<file path="src/rtl/jtag_tap_driver_if.sv">
// Request/response bundle between a scan client and the JTAG TAP driver.
// The client side uses the master modport, the driver the slave modport.
interface jtag_tap_driver_if;
   logic        req_valid_i;
   logic        req_ready_o;
   logic        req_is_ir_i;
   logic [6:0]  req_len_i;
   logic [63:0] req_data_i;
   logic        tap_reset_i;
   logic        rsp_valid_o;
   logic [63:0] rsp_data_o;

   modport master (
      output req_valid_i, req_is_ir_i, req_len_i, req_data_i, tap_reset_i,
      input  req_ready_o, rsp_valid_o, rsp_data_o
   );

   modport slave (
      input  req_valid_i, req_is_ir_i, req_len_i, req_data_i, tap_reset_i,
      output req_ready_o, rsp_valid_o, rsp_data_o
   );
endinterface

</file>
<file path="src/rtl/jtag_tap_driver.sv">
// JTAG TAP driver: turns one IR/DR scan request into a TCK/TMS/TDI sequence
// that starts and ends in Run-Test/Idle, and returns the captured TDO bits.
module jtag_tap_driver #(
   parameter int unsigned CLK_DIV = 4
) (
   input  logic             clk_i,
   input  logic             rst_i,
   jtag_tap_driver_if.slave bus,
   output logic             jtag_tck_o,
   output logic             jtag_tms_o,
   output logic             jtag_tdi_o,
   output logic             jtag_trst_no,
   input  logic             jtag_td_i
);

   typedef enum logic [2:0] {INIT, IDLE, NAV, SHIFT, EXIT, RESP} state_e;

   localparam logic [7:0] DIV_LAST = 8'(CLK_DIV - 1);

   state_e      state_q, state_d;
   logic        tck_q, tck_d;
   logic        tms_q, tms_d;
   logic        tdi_q, tdi_d;
   logic        trst_q;
   logic [7:0]  div_q, div_d;
   logic [6:0]  bit_q, bit_d;
   logic        is_ir_q, is_ir_d;
   logic [6:0]  len_q, len_d;
   logic [63:0] data_q, data_d;
   logic [63:0] cap_q, cap_d;
   logic [63:0] rsp_q, rsp_d;

   logic       active, wrap, tck_rise, tck_fall;
   logic [6:0] nav_last, shift_last, len_eff;
   logic [5:0] shift_nxt;

   // Every TCK period is a high phase followed by a low phase; a fresh sequence
   // preloads the divider so the first rise follows a short low setup phase.
   assign active     = (state_q == INIT) || (state_q == NAV) ||
                       (state_q == SHIFT) || (state_q == EXIT);
   assign wrap       = (div_q == DIV_LAST);
   assign tck_rise   = active && wrap && !tck_q;
   assign tck_fall   = active && wrap && tck_q;
   assign nav_last   = is_ir_q ? 7'd3 : 7'd2;
   assign shift_last = len_q - 7'd1;
   assign shift_nxt  = bit_q[5:0] + 6'd1;

   always_comb begin
      if (bus.req_len_i == 7'd0)
         len_eff = 7'd1;
      else if (bus.req_len_i > 7'd64)
         len_eff = 7'd64;
      else
         len_eff = bus.req_len_i;
   end

   always_comb begin
      // NOTE: every register's next value defaults to its current value first, so no branch can infer a latch.
      state_d = state_q;
      tck_d   = tck_q;
      tms_d   = tms_q;
      tdi_d   = tdi_q;
      div_d   = div_q;
      bit_d   = bit_q;
      is_ir_d = is_ir_q;
      len_d   = len_q;
      data_d  = data_q;
      cap_d   = cap_q;
      rsp_d   = rsp_q;

      if (active) begin
         if (wrap) begin
            div_d = 8'd0;
            tck_d = !tck_q;
         end else begin
            div_d = div_q + 8'd1;
         end
      end

      case (state_q)
         INIT: begin
            // Five TMS=1 periods reach Test-Logic-Reset, the sixth (TMS=0) Run-Test/Idle.
            if (tck_fall) begin
               if (bit_q == 7'd5) begin
                  state_d = IDLE;
                  tms_d   = 1'b0;
                  bit_d   = 7'd0;
               end else begin
                  bit_d = bit_q + 7'd1;
                  tms_d = (bit_q < 7'd4);
               end
            end
         end

         IDLE: begin
            if (bus.tap_reset_i) begin
               state_d = INIT;
               tms_d   = 1'b1;
               tdi_d   = 1'b0;
               div_d   = DIV_LAST;
               bit_d   = 7'd0;
            end else if (bus.req_valid_i) begin
               state_d = NAV;
               is_ir_d = bus.req_is_ir_i;
               len_d   = len_eff;
               data_d  = bus.req_data_i;
               cap_d   = '0;
               tms_d   = 1'b1;
               tdi_d   = 1'b0;
               div_d   = DIV_LAST;
               bit_d   = 7'd0;
            end
         end

         NAV: begin
            if (tck_fall) begin
               if (bit_q == nav_last) begin
                  state_d = SHIFT;
                  bit_d   = 7'd0;
                  tdi_d   = data_q[0];
                  tms_d   = (len_q == 7'd1);
               end else begin
                  bit_d = bit_q + 7'd1;
                  tms_d = is_ir_q && (bit_q == 7'd0);
               end
            end
         end

         SHIFT: begin
            if (tck_rise)
               cap_d[bit_q[5:0]] = jtag_td_i;
            if (tck_fall) begin
               if (bit_q == shift_last) begin
                  state_d = EXIT;
                  bit_d   = 7'd0;
                  tms_d   = 1'b1;
                  tdi_d   = 1'b0;
               end else begin
                  bit_d = bit_q + 7'd1;
                  tdi_d = data_q[shift_nxt];
                  tms_d = ((bit_q + 7'd1) == shift_last);
               end
            end
         end

         EXIT: begin
            // bit_q==2 marks both exit periods done; leave one cycle after the last fall.
            if (bit_q == 7'd2) begin
               state_d = RESP;
               bit_d   = 7'd0;
               rsp_d   = cap_q;
            end else if (tck_fall) begin
               bit_d = bit_q + 7'd1;
               tms_d = 1'b0;
            end
         end

         RESP: begin
            state_d = IDLE;
         end

         default: begin
            state_d = INIT;
         end
      endcase
   end

   // NOTE: sequential state uses non-blocking assignments only; data registers are reset too so outputs are defined from time zero.
   always_ff @(posedge clk_i or posedge rst_i) begin
      if (rst_i) begin
         state_q <= INIT;
         tck_q   <= 1'b0;
         tms_q   <= 1'b1;
         tdi_q   <= 1'b0;
         trst_q  <= 1'b0;
         div_q   <= 8'd0;
         bit_q   <= 7'd0;
         is_ir_q <= 1'b0;
         len_q   <= 7'd0;
         data_q  <= '0;
         cap_q   <= '0;
         rsp_q   <= '0;
      end else begin
         state_q <= state_d;
         tck_q   <= tck_d;
         tms_q   <= tms_d;
         tdi_q   <= tdi_d;
         trst_q  <= 1'b1;
         div_q   <= div_d;
         bit_q   <= bit_d;
         is_ir_q <= is_ir_d;
         len_q   <= len_d;
         data_q  <= data_d;
         cap_q   <= cap_d;
         rsp_q   <= rsp_d;
      end
   end

   assign jtag_tck_o      = tck_q;
   assign jtag_tms_o      = tms_q;
   assign jtag_tdi_o      = tdi_q;
   assign jtag_trst_no    = trst_q;
   assign bus.req_ready_o = (state_q == IDLE);
   assign bus.rsp_valid_o = (state_q == RESP);
   assign bus.rsp_data_o  = rsp_q;

endmodule

</file>
<file path="src/flat_wrapper.sv">
// flat-port wrapper written by rule: the top's interface ports become plain ports
module jtag_tap_driver_flat 
#(
   parameter int unsigned CLK_DIV = 4
)
  (clk_i, rst_i, jtag_tck_o, jtag_tms_o, jtag_tdi_o, jtag_trst_no, jtag_td_i, bus_req_valid_i, bus_req_is_ir_i, bus_req_len_i, bus_req_data_i, bus_tap_reset_i, bus_req_ready_o, bus_rsp_valid_o, bus_rsp_data_o);
  jtag_tap_driver_if bus_i ();
  input  logic clk_i;
  input  logic rst_i;
  output logic jtag_tck_o;
  output logic jtag_tms_o;
  output logic jtag_tdi_o;
  output logic jtag_trst_no;
  input  logic jtag_td_i;
  input wire logic [$bits(bus_i.req_valid_i)-1:0] bus_req_valid_i;
  input wire logic [$bits(bus_i.req_is_ir_i)-1:0] bus_req_is_ir_i;
  input wire logic [$bits(bus_i.req_len_i)-1:0] bus_req_len_i;
  input wire logic [$bits(bus_i.req_data_i)-1:0] bus_req_data_i;
  input wire logic [$bits(bus_i.tap_reset_i)-1:0] bus_tap_reset_i;
  output wire logic [$bits(bus_i.req_ready_o)-1:0] bus_req_ready_o;
  output wire logic [$bits(bus_i.rsp_valid_o)-1:0] bus_rsp_valid_o;
  output wire logic [$bits(bus_i.rsp_data_o)-1:0] bus_rsp_data_o;
  assign bus_i.req_valid_i = bus_req_valid_i;
  assign bus_i.req_is_ir_i = bus_req_is_ir_i;
  assign bus_i.req_len_i = bus_req_len_i;
  assign bus_i.req_data_i = bus_req_data_i;
  assign bus_i.tap_reset_i = bus_tap_reset_i;
  assign bus_req_ready_o = bus_i.req_ready_o;
  assign bus_rsp_valid_o = bus_i.rsp_valid_o;
  assign bus_rsp_data_o = bus_i.rsp_data_o;
  jtag_tap_driver #(.CLK_DIV(CLK_DIV)) u_core (.clk_i(clk_i), .rst_i(rst_i), .bus(bus_i), .jtag_tck_o(jtag_tck_o), .jtag_tms_o(jtag_tms_o), .jtag_tdi_o(jtag_tdi_o), .jtag_trst_no(jtag_trst_no), .jtag_td_i(jtag_td_i));
endmodule
</file>
<file path="config.mk">
export PLATFORM = sky130hd
export DESIGN_NAME = jtag_tap_driver_flat
export DESIGN_NICKNAME = d
export VERILOG_FILES = /design/src/rtl/jtag_tap_driver_if.sv /design/src/rtl/jtag_tap_driver.sv /design/src/flat_wrapper.sv
export SDC_FILE = /design/constraint.sdc
export NUM_CORES = 1
export LEC_CHECK = 0
export BUFFER_PORTS_ARGS = -buffer_cell sky130_fd_sc_hd__buf_2
export CORE_MARGIN = 1.5
export CORE_UTILIZATION = 25
export CTS_CLUSTER_SIZE = 24
export DETAILED_ROUTE_END_ITERATION = 10
export PLACE_DENSITY = 0.54
export SYNTH_ARGS = -nofsm -noshare
export SYNTH_HDL_FRONTEND = slang
export SYNTH_SLANG_ARGS = --single-unit
</file>
<file path="constraint.sdc">
create_clock -name clk_i -period 7.3 [get_ports clk_i]
set_input_delay 1.46 -clock clk_i [delete_from_list [all_inputs] [get_ports clk_i]]
set_output_delay 1.46 -clock clk_i [all_outputs]
set_load 0.05 [all_outputs]
</file>
==> results of run 1 <==
[power groups by stage]
stage | Clock [µW] | Sequential, µW | Combinational [µW]
final | 1270 | 1250 | 90.9
after global routing | 1350 | 1260 | 104
after CTS | 1300 | 1250 | 94.4
after detailed placement | 0 | 1280 | 94.1
after global placement | 0 | 1280 | 93.1
after floorplan | 0 | 1280 | 53.7
[per-layer routing]
layer,wire length (µm),up-vias
met4,609,6
met5,28,-
met1,12840,3677
li1,-,3450
met2,13000,207
met3,1555,45
[final cells by class]
type | instances | area [µm²] | area share
sequential | 222 | 5557 | 0.4457
multi-input combinational | 592 | 4576 | 0.3670
timing repair buffer | 154 | 790.8 | 0.06342
clock buffer | 36 | 725.7 | 0.05820
tap | 532 | 665.6 | 0.05339
clock inverter | 7 | 98.84 | 0.007928
inverter | 13 | 52.55 | 0.004215
antenna | 1 | 2.502 | 0.0002007
[cell families (layout without fill, tap and decap cells)]
family	after synthesis	count (layout)
buf+inv	70	210
xor+xnor	30	30
fa+ha+maj	7	7
compound gates	242	242
other cells	1	2
mux	181	181
simple gates	131	131
flops	222	222
[sequential cells by signal (all words and copies together), names as in the netlist]
signal,flops
u_core.bit_q,7
u_core.bus.rsp_data_o,64
u_core.cap_q,64
u_core.data_q,64
u_core.div_q,8
u_core.is_ir_q,1
u_core.jtag_tck_o,1
u_core.jtag_tdi_o,1
u_core.jtag_tms_o,1
u_core.jtag_trst_no,1
u_core.len_q,7
u_core.state_q,3
[layout by cell type (no fill, tap or decap), types with 5 or more instances in the layout]
cell	synthesis	routed
dfrtp_1	221	221
buf_2	14	146
mux2_2	131	131
o21ai_0	127	127
a21oi_1	70	70
mux2i_1	41	41
nand2_1	36	35
clkbuf_16	0	24
nor2_1	20	20
xnor2_1	15	15
o21ai_1	13	13
xor2_1	12	12
nand3_1	11	11
nand2b_1	11	10
nor3_2	2	9
inv_1	10	9
nand4_1	8	8
mux4_2	8	8
clkbuf_8	0	8
buf_4	1	8
a31oi_1	6	6
ha_1	7	6
nor2b_1	5	5
and2_1	5	5
[worst max path at each step]
stage,cells after the start,endpoint,slack (ps),startpoint
3_5_place_dp,8,u_core.jtag_tdi_o,3210,u_core.bit_q[1]
3_3_place_gp,8,u_core.jtag_tdi_o,3200,u_core.bit_q[1]
6_report,8,u_core.jtag_tdi_o,3220,u_core.bit_q[1]
4_1_cts,8,u_core.jtag_tdi_o,3190,u_core.bit_q[1]
2_1_floorplan,1,u_core.bit_q[0],2940,rst_i
5_1_grt,8,u_core.jtag_tdi_o,2920,u_core.bit_q[1]
[critical path: stages, from the launching register on]
cell and delay (ps):
dfrtp_1 740, clkinv_1 430, ha_2 1190, mux2i_1 210
mux4_2 510, mux2i_1 240, mux2i_1 110, mux2_2 310
o41ai_2 200
[stage by stage]
stage | std cells | instance area (µm²) | setup slack (ps) | util | total power [µW]
after floorplan | 884 | 10410 | 2945 | - | 1329
after global placement | 1513 | 11640 | 3195 | 0.2845 | 1369
after detailed placement | 1513 | 11640 | 3212 | 0.2845 | 1371
after CTS | 1556 | 12470 | 3192 | 0.3046 | 2651
after global routing | 1556 | 12470 | 2921 | 0.3046 | 2714
final | 1557 | 12470 | 3217 | 0.3047 | 2612
==> impl_results.md, run 1 <==
* Post-synth EDFFs at 0
* Synth Area in Adders at 0.008416
* Slew of the pin with the lowest slew margin at 1116 ps
* Combinational family with the most area after synthesis: multiplexers
* Routed WL at 28,040 µm
* Ys async rst share at 1.000
* Vias in the first global route at 7,609
* R2r setup slk at 3220 ps
* DRC at 0
* Post-synthesis sequential area ratio at 0.5340
* Clk network pwr share at 0.485
* Clock skew at 15.70 ps
* Port Buffers at 146
* Simple-Gate Fraction of Synth Area at 0.06974
* Worst-path clk slew at 70 ps
* Worst setup EP type: flop
* DR iter-0 viols at 556
* I/O Pins at ~150
* Post-Syn Area at between 10,000 and 15,000 µm²
* Unrepaired setup endpoints after global routing: false
* Hold path depth at 1
* Hold Crit Start: u_core.bus.rsp_data_o[52]
* CTS root buffer: clkbuf_16
* Main synth FF type: dfrtp_1
* WHS Endpoint: u_core.bus.rsp_data_o[52]
* Initial antenna violation count at 4
* Total CTS buffers at 24
* Critical path launch point type: flop
* Wire length per cell at 18.01 µm
* Worst Path Required at 7720 ps
* XOR/XNOR Fraction of Synth Area at 0.02970
* Minimum clock period at 4083 ps
* Net Sw Power at 568.1 µW
* Type of the worst setup path: reg -> reg
* Worst skew pair latency at 540 ps
* GRT Max-Usage Layer: met2
* Distinct cell type count after synthesis at 64
* Largest net degree at the start of global routing at 81
* Setup bufs post-CTS at 0
* TritonCTS sink count at 222
* Max VDD drop at 170.1 µV
* Ys Warns at 0
* Final hold vios at 0
* Max Clock Freq at between 0.2 and 0.25 GHz
* CTS Hold Bufs at 0
* Switching Share at 0.2175
* RR Endpoint: u_core.jtag_tdi_o
* Vias at 7,385
* Initial Util at 0.2543
* Num rows at 74
* Setup TNS at 0 ps
* Overall global routing resource usage at 0.1296
* Cells on worst reg2reg path at 8
* Synth Area per Inst at 11.77 µm²
* GPL Wtd Cong at around 0.76
* R2r startpoint: u_core.bit_q[1]
* Post-Route Hold Slack at 497.8 ps
* Cell taking the most area after synthesis: dfrtp_1
* Area Overhead vs Synth at 19.81%
* Top-count cell post-synth: dfrtp_1
* First-pass GRT wire length at 44,610 µm
* GRT met1 Usage at 0.1764
* Grt total ovfl at 0
* Post-synth top area share at 0.5314
* Pre-antenna DRT Iters at 5
* Longest Clk Path Bufs at 3
* Crit path DAT at 4500 ps
* Post-CTS Resized at 0
* DR vias/cell at 4.743
* Combinational power share at 0.035
* Mapped Cells at between 800 and 900
* #FFs+latches synth at ~220
* Share of cells above drive strength 1 at 0.3506
* # fillers at 4,242
* Die Area at 42,860 µm²
* Routed Antenna Nets at 0
* Reg power frac at 0.480
* Power Density at about 210 nW/µm²
* Detailed Place HPWL at 19,080 µm
* Die width at 207.0 µm
* Internal Pwr Total at between 2000 and 2500 µW
* Core Footprint at 40,920 µm²
* Static Leak at 0.006195 µW
* Global Route met3 Usage at 0.03260
* Chip height at between 200 and 250 µm
* Met2 Track Usage GR at 0.2051
* Top post-synthesis cells by count: dfrtp_1, mux2_2, o21ai_0
* Nets at 1,091
* Status: finished clean
* H-Tree Depth at 1
* HP Class: reg -> reg
* TritonCTS clock tree: built
* Synth Area in Compound Gates at 0.1271
* Crit-path max FO at 34
* Slew headroom at 0.2534
* Crit share post-route at 0.5594
* Max-cap viol count at 0
* Mapped Nets at 968
* Mux share of post-synthesis cell area at 0.1998
* Fin. max-slew vios at 0
* Setup Viol. Count Final at 0
* Synth area leaders: dfrtp_1, mux2_2, o21ai_0, mux2i_1, a21oi_1
(Power assumes the default switching activity.)
==> run 2: changes to the inputs <==
- ABC_AREA: not set -> 1
- PLACE_DENSITY: 0.54 -> 0.52
- clock period: 7.3 -> 4 ns (I/O delays scaled with it)
==> impl_results.md, run 2 <==
* Chip height at 210.8 µm (+1.8%)
* Core Footprint at 42,320 µm² (+3.4%)
* Fin. max-slew vios at 0 (unchanged)
* Longest Clk Path Bufs at 3 (unchanged)
* First-pass GRT wire length at 50,250 µm (+13%)
* Static Leak at 0.006956 µW (+12%)
* Main synth FF type: dfrtp_1
* Num rows at 75 (+1.4%)
* Slew headroom at 0.2471 (-0.006351)
* Overall global routing resource usage at 0.1394 (+0.009867)
* Ys async rst share at 1.000 (unchanged)
* Largest net degree at the start of global routing at 129 (+59%)
* Slew of the pin with the lowest slew margin at 1128 ps (+11.67 ps)
* Post-CTS Resized at 0 (unchanged)
* Worst Path Required at 4430 ps (-3290 ps)
* DR iter-0 viols at 779 (+40%)
* Antenna Cells at 0 (-1)
* Minimum clock period at 2822 ps (-1261 ps)
* Routed Antenna Nets at 0 (unchanged)
* Vias in the first global route at 9,180 (+21%)
* Hold Crit Start: u_core.bus.rsp_data_o[41]
* Synth Area in Adders at 0.008110 (-0.0003062)
* DRC at 0 (unchanged)
* CTS Hold Bufs at 0 (unchanged)
* Simple-Gate Fraction of Synth Area at 0.3769 (+0.3072)
* Routed WL at 31,100 µm (+11%)
* Non-filler cells, final at 2,176 (+40%)
* Status: finished clean
* Setup Viol. Count Final at 0 (unchanged)
* Total CTS buffers at 26 (+8.3%)
* Synth Area per Inst at 7.366 µm² (-37%)
* Unrepaired setup endpoints after global routing: false
* Worst skew pair latency at 540 ps (about the same)
* Type of the worst setup path: reg -> reg
* Nets at 1,665 (+53%)
* R2r startpoint: u_core.bit_q[0]
* Combinational family with the most area after synthesis: simple AND/OR/NAND/NOR gates
* Worst-path clk slew at 60 ps (about the same)
* #FFs+latches synth at 222 (unchanged)
* Max-cap viol count at 0 (unchanged)
* Wire length per cell at 14.29 µm (-21%)
* Worst setup EP type: flop
* Port Buffers at 146 (unchanged)
* GPL Wtd Cong at 0.8000 (+5.4%)
* Top post-synthesis cells by count: nand2_1, dfrtp_1, nand3_1
* Distinct cell type count after synthesis at 34 (-47%)
* Area Overhead vs Synth at 19.93% (about the same)
* Placed Cells incl. Taps at 2,130 (+41%)
* Post-synth EDFFs at 0 (unchanged)
* Synth area leaders: dfrtp_1, nand2_1, nand3_1, nor2_1, o21ai_0
* TritonCTS clock tree: built
* Synth Area in Compound Gates at 0.04704 (-0.08005)
* Initial antenna violation count at 0 (-4)
* Final hold vios at 0 (unchanged)
* Top-count cell post-synth: nand2_1
* Commonest non-fill, non-tap cell in the layout: nand2_1
* Post-synthesis sequential area ratio at 0.5145 (-0.01943)
* Pre-antenna DRT Iters at 5 (unchanged)
* Fin worst setup slack at 1178 ps (-2039 ps)
* Most frequent cells in the layout: nand2_1, dfrtp_1, nand3_1
* Mux share of post-synthesis cell area at 0 (-0.1998)
* Crit share post-route at 0.7056 (+0.1462)
* Grt total ovfl at 0 (unchanged)
* CTS root buffer: clkbuf_16
* Critical path launch point type: flop
* Power Density at 626.8 nW/µm² (+200%)
* Crit-path max FO at 18 (-47%)
* HP Class: reg -> reg
* Cell taking the most area after synthesis: dfrtp_1
* DR vias/cell at 4.457 (-6.0%)
* Clock skew at 16.83 ps (+1.130 ps)
* Crit path DAT at 3250 ps (-1250 ps)
* Detailed Place HPWL at 20,910 µm (+9.6%)
* Vias at 9,698 (+31%)
* Die width at 210.8 µm (+1.8%)
* Worst setup path start: u_core.bit_q[0]
* Mapped Nets at 1,550 (+60%)
* Post-Syn Area at 10,800 µm² (+3.8%)
* XOR/XNOR Fraction of Synth Area at 0.002433 (-0.02727)
* Pre-CTS setup slack at 1211 ps (-2001 ps)
* Share of cells above drive strength 1 at 0.1370 (-0.2136)
* Max VDD drop at 309.9 µV (+82%)
* I/O Pins at 147 (unchanged)
* Initial Util at 0.2552 (+0.0008860)
* Die Area at 44,450 µm² (+3.7%)
* Ys Warns at 0 (unchanged)
* Post-Route Hold Slack at 461.3 ps (-36.42 ps)
* Max Clock Freq at 0.3543 GHz (+45%)
* H-Tree Depth at 1 (unchanged)
* Mapped Cells at 1,466 (+66%)
* TritonCTS sink count at 222 (unchanged)
* Setup TNS at 0 ps (unchanged)
* # fillers at 4,589 (+8.2%)
* Setup bufs post-CTS at 0 (unchanged)
* Post-synth top area share at 0.5121 (-0.01933)
## run 2: layout make-up
cell class                 count  area (µm²)  share of cell area
sequential                   222        5557              0.4290
clock inverter                 6       58.81            0.004541
tap                          577       721.9             0.05574
timing repair buffer         158       858.3             0.06627
inverter                      59       225.2             0.01739
multi-input combinational   1114        4726              0.3649
clock buffer                  40       804.5             0.06212
## run 2: path summary, 6_finish.rpt
kind | endpoint | slack, ps | cells past startpoint
worst min register to register | u_core.bus.rsp_data_o[41] | 460 | 2
worst min-delay path | u_core.bus.rsp_data_o[41] | 460 | 2
min in group asynchronous | u_core.bus.rsp_data_o[34] | 470 | 2
max in group asynchronous | u_core.jtag_trst_no | 2620 | 3
worst max register to register | u_core.jtag_tdi_o | 1180 | 14
worst max-delay path | u_core.jtag_tdi_o | 1180 | 14
## run 2: per-layer routing
layer	up-vias	GRT usage	wire length [µm]
met5	-	0	0
met4	0	0.02685	506
met3	37	0.02141	1482
met2	257	0.2176	14000
met1	4520	0.2043	15110
li1	4884	-	-
## run 2: report_power, final
part	internal [µW]	leakage (µW)	switching, µW
registers	2650	0.00298	311
clock network	1440	0.000430	945
logic	837	0.00355	1930
total	4930	0.00696	3190
## run 2: cells by family after synthesis
kind of cell | after synthesis
compound gates | 97
xor+xnor | 3
fa+ha+maj | 7
buf+inv | 130
flops | 222
other cells | 1
simple gates | 1006
## run 2: metrics by stage
| stage | total power (µW) | area [µm²] | util |
|---|---|---|---|
| after global routing | 8740 | 12950 | 0.3060 |
| after detailed placement | 5780 | 12090 | 0.2856 |
| after global placement | 5742 | 12090 | 0.2856 |
| final | 8118 | 12950 | 0.3060 |
| after floorplan | 5001 | 10800 | - |
| after CTS | 8213 | 12950 | 0.3060 |
## run 2: worst max-delay path, cell delays in order (launching register included)
cell      delay [ps]
dfrtp_1          510
inv_1            230
ha_1             330
buf_4            260
clkinv_1         470
a21oi_1          260
o21ai_0          110
nand3_1           90
nand3_1           70
nand3_1           80
nand3_1           70
nand3_1           90
nand2_1           60
nand2_1           50
nand2_1           40
